===== config.mk =====
export PLATFORM = sky130hd
export DESIGN_NAME = alu_multicycle
export DESIGN_NICKNAME = d
export VERILOG_FILES = /design/src/rtl/alu_pkg.sv /design/src/rtl/alu_iter_unit.sv /design/src/rtl/alu_multicycle.sv
export SDC_FILE = /design/constraint.sdc
export NUM_CORES = 1
export LEC_CHECK = 0
export ABC_AREA = 1
export ABC_CLOCK_PERIOD_IN_PS = 5720
export CORE_MARGIN = 2
export CORE_UTILIZATION = 50
export DETAILED_ROUTE_END_ITERATION = 10
export GPL_TIMING_DRIVEN = 0
export PLACE_DENSITY = 0.73
export SLEW_MARGIN = 20
export SYNTH_ARGS = -nofsm -noshare
export SYNTH_HDL_FRONTEND = slang
export SYNTH_SLANG_ARGS = --single-unit

===== constraint.sdc =====
create_clock -name clk -period 5.72 [get_ports clk]
set_input_delay 0.572 -clock clk [delete_from_list [all_inputs] [get_ports clk]]
set_output_delay 0.572 -clock clk [all_outputs]
set_load 0.1 [all_outputs]

===== src/rtl/alu_pkg.sv =====
// Shared ALU definitions: operation codes produced by the ALU control
// decoder and the multi-cycle ALU sequencer state encoding.
package alu_pkg;

    // 3-bit ALU control codes
    localparam logic [2:0] ALU_ADD  = 3'b000;
    localparam logic [2:0] ALU_SUB  = 3'b001;
    localparam logic [2:0] ALU_AND  = 3'b010;
    localparam logic [2:0] ALU_OR   = 3'b011;
    localparam logic [2:0] ALU_SLT  = 3'b100;
    localparam logic [2:0] ALU_MUL  = 3'b101;
    localparam logic [2:0] ALU_DIV  = 3'b110;
    localparam logic [2:0] ALU_RSVD = 3'b111;

    // Sequencer states
    typedef enum logic [1:0] {
        ST_IDLE = 2'd0,
        ST_ITER = 2'd1,
        ST_DONE = 2'd2
    } alu_state_t;

endpackage


===== src/rtl/alu_iter_unit.sv =====
// Iterative datapath: shift-add multiplier and unsigned restoring divider.
// 'load' captures the operands; each 'step' performs one iteration.
// 'res' presents the value the selected result will hold once the step
// taking place at the coming edge has been applied, so the sequencer can
// register the final answer on the same edge as the last iteration.
module alu_iter_unit #(
    parameter int unsigned WIDTH = 32
) (
    input  logic             clk,
    input  logic             load,
    input  logic             op_is_div,
    input  logic [WIDTH-1:0] a,
    input  logic [WIDTH-1:0] b,
    input  logic             step,
    output logic [WIDTH-1:0] res
);

    logic             r_is_div;
    logic [WIDTH-1:0] r_acc;
    logic [WIDTH-1:0] r_mcand;
    logic [WIDTH-1:0] r_mplier;
    logic [WIDTH-1:0] r_rem;
    logic [WIDTH-1:0] r_quo;
    logic [WIDTH-1:0] r_dvsr;

    logic [WIDTH-1:0] w_acc_nxt;
    logic [WIDTH:0]   w_rem_sh;
    logic [WIDTH:0]   w_diff;
    logic [WIDTH-1:0] w_rem_nxt;
    logic [WIDTH-1:0] w_quo_nxt;

    // Next-iteration values for both the multiplier and the divider
    always_comb begin
        w_acc_nxt = r_mplier[0] ? (r_acc + r_mcand) : r_acc;
        w_rem_sh  = {r_rem, r_quo[WIDTH-1]};
        w_diff    = w_rem_sh - {1'b0, r_dvsr};
        // Negative trial difference means restore the shifted remainder
        w_rem_nxt = w_diff[WIDTH] ? w_rem_sh[WIDTH-1:0] : w_diff[WIDTH-1:0];
        w_quo_nxt = {r_quo[WIDTH-2:0], ~w_diff[WIDTH]};
        res       = r_is_div ? w_quo_nxt : w_acc_nxt;
    end

    // Operand capture on load, one multiply/divide iteration per step
    always_ff @(posedge clk) begin
        if (load) begin
            r_is_div <= op_is_div;
            r_acc    <= '0;
            r_mcand  <= a;
            r_mplier <= b;
            r_rem    <= '0;
            r_quo    <= a;
            r_dvsr   <= b;
        end else if (step) begin
            r_acc    <= w_acc_nxt;
            r_mcand  <= r_mcand << 1;
            r_mplier <= r_mplier >> 1;
            r_rem    <= w_rem_nxt;
            r_quo    <= w_quo_nxt;
        end
    end

endmodule


===== src/rtl/alu_multicycle.sv =====
// Multi-cycle execution ALU: single-cycle add/sub/and/or/slt, iterative
// mul/div under a start/busy/done handshake with registered outputs.
module alu_multicycle
    import alu_pkg::*;
#(
    parameter int unsigned WIDTH = 32
) (
    input  logic             clk,
    input  logic             rst,
    input  logic             start,
    input  logic [2:0]       alu_ctrl,
    input  logic [WIDTH-1:0] a,
    input  logic [WIDTH-1:0] b,
    output logic [WIDTH-1:0] result,
    output logic             zero,
    output logic             div_by_zero,
    output logic             busy,
    output logic             done
);

    localparam int unsigned CW = $clog2(WIDTH + 1);

    alu_state_t       r_state;
    logic [CW-1:0]    r_cnt;
    logic [WIDTH-1:0] r_result;
    logic             r_zero;
    logic             r_dbz;
    logic             r_busy;
    logic             r_done;

    logic [WIDTH-1:0] w_single;
    logic [WIDTH-1:0] w_iter_res;
    logic             w_is_div;
    logic             w_go_iter;
    logic             w_accept;

    // Single-cycle operation results and request classification
    always_comb begin
        w_single = '0;
        unique case (alu_ctrl)
            ALU_ADD: w_single = a + b;
            ALU_SUB: w_single = a - b;
            ALU_AND: w_single = a & b;
            ALU_OR:  w_single = a | b;
            ALU_SLT: w_single = {{(WIDTH-1){1'b0}}, ($signed(a) < $signed(b))};
            default: w_single = '0;
        endcase
        w_is_div  = (alu_ctrl == ALU_DIV);
        w_go_iter = (alu_ctrl == ALU_MUL) || (w_is_div && (b != '0));
        w_accept  = start && (r_state != ST_ITER);
    end

    alu_iter_unit #(
        .WIDTH(WIDTH)
    ) u_iter (
        .clk      (clk),
        .load     (w_accept && w_go_iter),
        .op_is_div(w_is_div),
        .a        (a),
        .b        (b),
        .step     (r_state == ST_ITER),
        .res      (w_iter_res)
    );

    // Sequencer: accept requests, count iterations, register results
    always_ff @(posedge clk) begin
        if (rst) begin
            r_state  <= ST_IDLE;
            r_cnt    <= '0;
            r_result <= '0;
            r_zero   <= 1'b1;
            r_dbz    <= 1'b0;
            r_busy   <= 1'b0;
            r_done   <= 1'b0;
        end else begin
            unique case (r_state)
                ST_ITER: begin
                    r_cnt <= r_cnt - CW'(1);
                    if (r_cnt == CW'(1)) begin
                        r_result <= w_iter_res;
                        r_zero   <= (w_iter_res == '0);
                        r_dbz    <= 1'b0;
                        r_busy   <= 1'b0;
                        r_done   <= 1'b1;
                        r_state  <= ST_DONE;
                    end
                end
                default: begin
                    if (start) begin
                        if (w_go_iter) begin
                            r_cnt   <= CW'(WIDTH);
                            r_busy  <= 1'b1;
                            r_done  <= 1'b0;
                            r_state <= ST_ITER;
                        end else if (w_is_div) begin
                            r_result <= '1;
                            r_zero   <= 1'b0;
                            r_dbz    <= 1'b1;
                            r_done   <= 1'b1;
                            r_state  <= ST_DONE;
                        end else begin
                            r_result <= w_single;
                            r_zero   <= (w_single == '0);
                            r_dbz    <= 1'b0;
                            r_done   <= 1'b1;
                            r_state  <= ST_DONE;
                        end
                    end else begin
                        r_done  <= 1'b0;
                        r_state <= ST_IDLE;
                    end
                end
            endcase
        end
    end

    assign result      = r_result;
    assign zero        = r_zero;
    assign div_by_zero = r_dbz;
    assign busy        = r_busy;
    assign done        = r_done;

endmodule


==> results.json <==
{
  "outcome": "complete, no violations",
  "regToRegSetupSlack_ps": 2190,
  "required_ps": 6190,
  "final_max_slew_viol_count": 0,
  "period_share_pct": 73.45,
  "place_inst": 3823,
  "hold_start": "u_iter.r_acc[29]",
  "grt_use_met3_pct": 4.510,
  "synth-compound-area-share_pct": 13.75,
  "grt_max_degree": 67,
  "synthTopCellsByArea": "edfxtp_1 19%, nand2_1 18%, ha_1 11%",
  "synthesis.nets": 3434,
  "fin_skew_ps": 24.34,
  "fin_ws_ps": 1519,
  "post_cts_buffers": 0,
  "grt_util_met1_pct": 46.34,
  "die_w_um": 206.5,
  "period_needed_ps": 4201,
  "fin_tns_setup_ps": 0,
  "synth_edf_count": 129,
  "diodes": 0,
  "clkSlewWorstSetupHoldPaths_ps": 60,
  "synth_mux_area_share_pct": 0,
  "yosys.area_share.simple_pct": 33.42,
  "critPathMaxFanout": 9,
  "yosys_warnings": 0,
  "powerDensity_nw_per_um2": 317.3,
  "critPathSlowestCell": "nor3_1",
  "die_h_um": 206.5,
  "cpLargestDelayFamily": "simple AND/OR/NAND/NOR gates",
  "yosysMostFrequentCell": "nand2_1",
  "p_sw_mw": 3.209,
  "critical_path_class": "input port to flip-flop",
  "placement.setup.worst_slack_ps": 1068,
  "htreeDepth": 1,
  "path_cells": "clkdlybuf4s50_1 > inv_1 > ha_1 > buf_2 > inv_1 > nor3_1 > nand2_1 > nor3_1 > nand2_1 > nand2_1 > nand2_1 > nand2_1 > nor2_1 > nor2_1 > nand3_1 > nor2_1 > nand3_1 > nand2_1 > nand2_1 > nand2_1",
  "maxCapViolCount": 0,
  "grt_pass1_vias": 21039,
  "antenna_found_initial": 2,
  "syn_area_um2": 20500,
  "drt_first_pass_iters": 7,
  "clkPwrFrac_pct": 23.6,
  "use_met2_pct": 66.11,
  "wl_um": 83490,
  "post-route-drc-count": 0,
  "port_buffers": 105,
  "drtAntennaViolNets": 0,
  "endpoint_kind": "flip-flop",
  "rsz0062_at_grt": "no",
  "initial_core_util_pct": 50.44,
  "cts_root_buf": "clkbuf_16",
  "wl_per_cell_um": 21.56,
  "area_growth_pct": 12.97,
  "hold_violations": 0,
  "fin_nets": 3570,
  "min_path_type": "flip-flop to flip-flop",
  "max_stage_delay_ps": 650,
  "gp_congestion": 1.084,
  "place_area_um2": 22280,
  "synth.top_cell.area_share_pct": 18.89,
  "num_rows": 74,
  "syn_area_per_cell_um2": 6.440,
  "numCtsBuffers": 27,
  "dieArea_um2": 42640,
  "fmax_ghz": 0.2380,
  "crit_buf_inv": 4,
  "drive_gt1_share_pct": 4.042,
  "synth_top_area_cell": "edfxtp_1",
  "via_per_inst": 5.713,
  "post-dp-hpwl_um": 68730,
  "synth_ff_type": "edfxtp_1",
  "tightest_slew_ps": 1022,
  "slew_headroom_pct": 31.89,
  "grt_pass1_wl_um": 122300,
  "crit_arrival_ps": 4670,
  "fin_cells": 3872,
  "leakage_nw": 11.48,
  "internal_power_mw": 4.139,
  "switching_share_pct": 43.67,
  "clockBufferDepth": 3,
  "synthTopCellsByCount": "994 x nand2_1, 461 x inv_1, 274 x nand3_1",
  "syn_inst": 3184,
  "insertion_delay_ps": 550,
  "n_fill_cell": 4023,
  "seq_area_frac_synth_pct": 29.34,
  "cp-start-kind": "input port",
  "synth_cell_type_count": 53,
  "fin_area_um2": 23160,
  "startpoint": "b[29]",
  "p_seq_share_pct": 30.3,
  "grt_overflow": 0,
  "synth_top_family_by_area": "simple AND/OR/NAND/NOR gates",
  "cts_resized": 0,
  "synthXorXnorAreaFrac_pct": 1.196,
  "ir_drop_mv": 0.2819,
  "async_flop_share_pct": 0,
  "grt_busiest_layer": "met2",
  "cts_hold_buf": 0,
  "core_um2": 40650,
  "cts_tree": "done",
  "cts_sinks": 236,
  "synthAdderAreaFrac_pct": 11.13,
  "drt-initial-drc-count": 2290,
  "dr_total_vias": 22121,
  "crit_top_cell": "nand2_1",
  "track_usage_pct": 38.59,
  "setup_viol": 0,
  "comb_power_share_pct": 46.2,
  "ios": 106,
  "ys_ff_latch": 236,
  "r2r_start": "u_iter.r_mcand[0]"
}
metal layers:
| metal | vias to the layer above | part of all wire (%) |
|---|---|---|
| met4 | 2 | 6.8 |
| met1 | 10254 | 39 |
| met2 | 1044 | 47 |
| met3 | 253 | 7.6 |
| met5 | - | 0.016 |
| li1 | 10568 | - |
sequential cells by signal, indices dropped and copies added (netlist names), 2 cells and up:
register and flops:
u_iter.r_rem 32, r_cnt 6, u_iter.r_mplier 32, result 32
u_iter.r_acc 32, r_state 2, u_iter.r_quo 32, u_iter.r_mcand 32
u_iter.r_dvsr 32
cells by family after synthesis:
family          count (synthesis)
simple gates                 1654
buf+inv                       574
compound gates                512
flops                         236
fa+ha+maj                     180
xor+xnor                       28
power by group through the flow:
stage	Clock (mW)	Combinational (mW)	Sequential [mW]
2_1_floorplan	0	2.19	2.36
3_3_place_gp	0	3.24	2.24
3_5_place_dp	0	3.29	2.25
4_1_cts	1.72	3.31	2.21
5_1_grt	1.79	3.70	2.24
6_report	1.73	3.39	2.22
worst min-delay path, delay by kind of cell, from the launching register on:
family,cells,cell delay (ps)
AND/OR/NAND/NOR,2,100
flip-flops,1,320
metrics by stage:
| stage | utilization [%] | hold WS (ps) | power (mW) |
|---|---|---|---|
| floorplan | - | 438.5 | 4.555 |
| global placement | 54.67 | 453.0 | 5.484 |
| detailed placement | 54.82 | 459.1 | 5.535 |
| CTS | 56.98 | 469.6 | 7.252 |
| global route | 56.98 | 485.7 | 7.740 |
| finish | 56.98 | 469.5 | 7.349 |
cell usage in the layout (no fill, tap or decap), types with 5 or more instances in the layout:
cell,Yosys,routed
clkbuf_16,0,29
nand3b_1,8,8
nor3_1,26,26
o21bai_1,16,16
inv_2,9,9
nand3_2,5,5
ha_1,176,176
buf_6,10,11
xor2_1,14,14
dfxtp_1,107,107
nand2_2,8,8
a21oi_2,7,7
clkdlybuf4s50_1,0,105
nor2_1,270,270
clkbuf_8,0,7
xnor2_1,14,14
o22ai_1,15,15
buf_2,32,32
a21o_1,10,10
o211ai_1,26,26
inv_1,461,461
nand2_1,994,994
clkbuf_1,45,54
nand4_1,43,43
o21ai_0,176,176
buf_1,11,10
nand3_1,274,274
a21oi_1,226,226
o21ai_1,14,14
edfxtp_1,129,129
worst paths after layout:
path / end / cells past startpoint
setup / recovery: zero / 20
hold / removal: u_iter.r_acc[29] / 2
setup reg to reg: zero / 20
hold reg to reg: u_iter.r_acc[29] / 2
area by class of cell:
class                           instances  area, um^2  share of cell area (%)
Buffer                                104       533.0                   2.301
Clock buffer                           45       855.8                   3.695
Clock inverter                          4       23.77                  0.1026
Inverter                              470        1764                   7.617
Multi-Input combinational cell       2374       12200                   52.66
Sequential cell                       236        6016                   25.97
Tap cell                              532       665.6                   2.874
Timing Repair Buffer                  107        1106                   4.775
No activity file was read; power rests on OpenSTA's default activity.
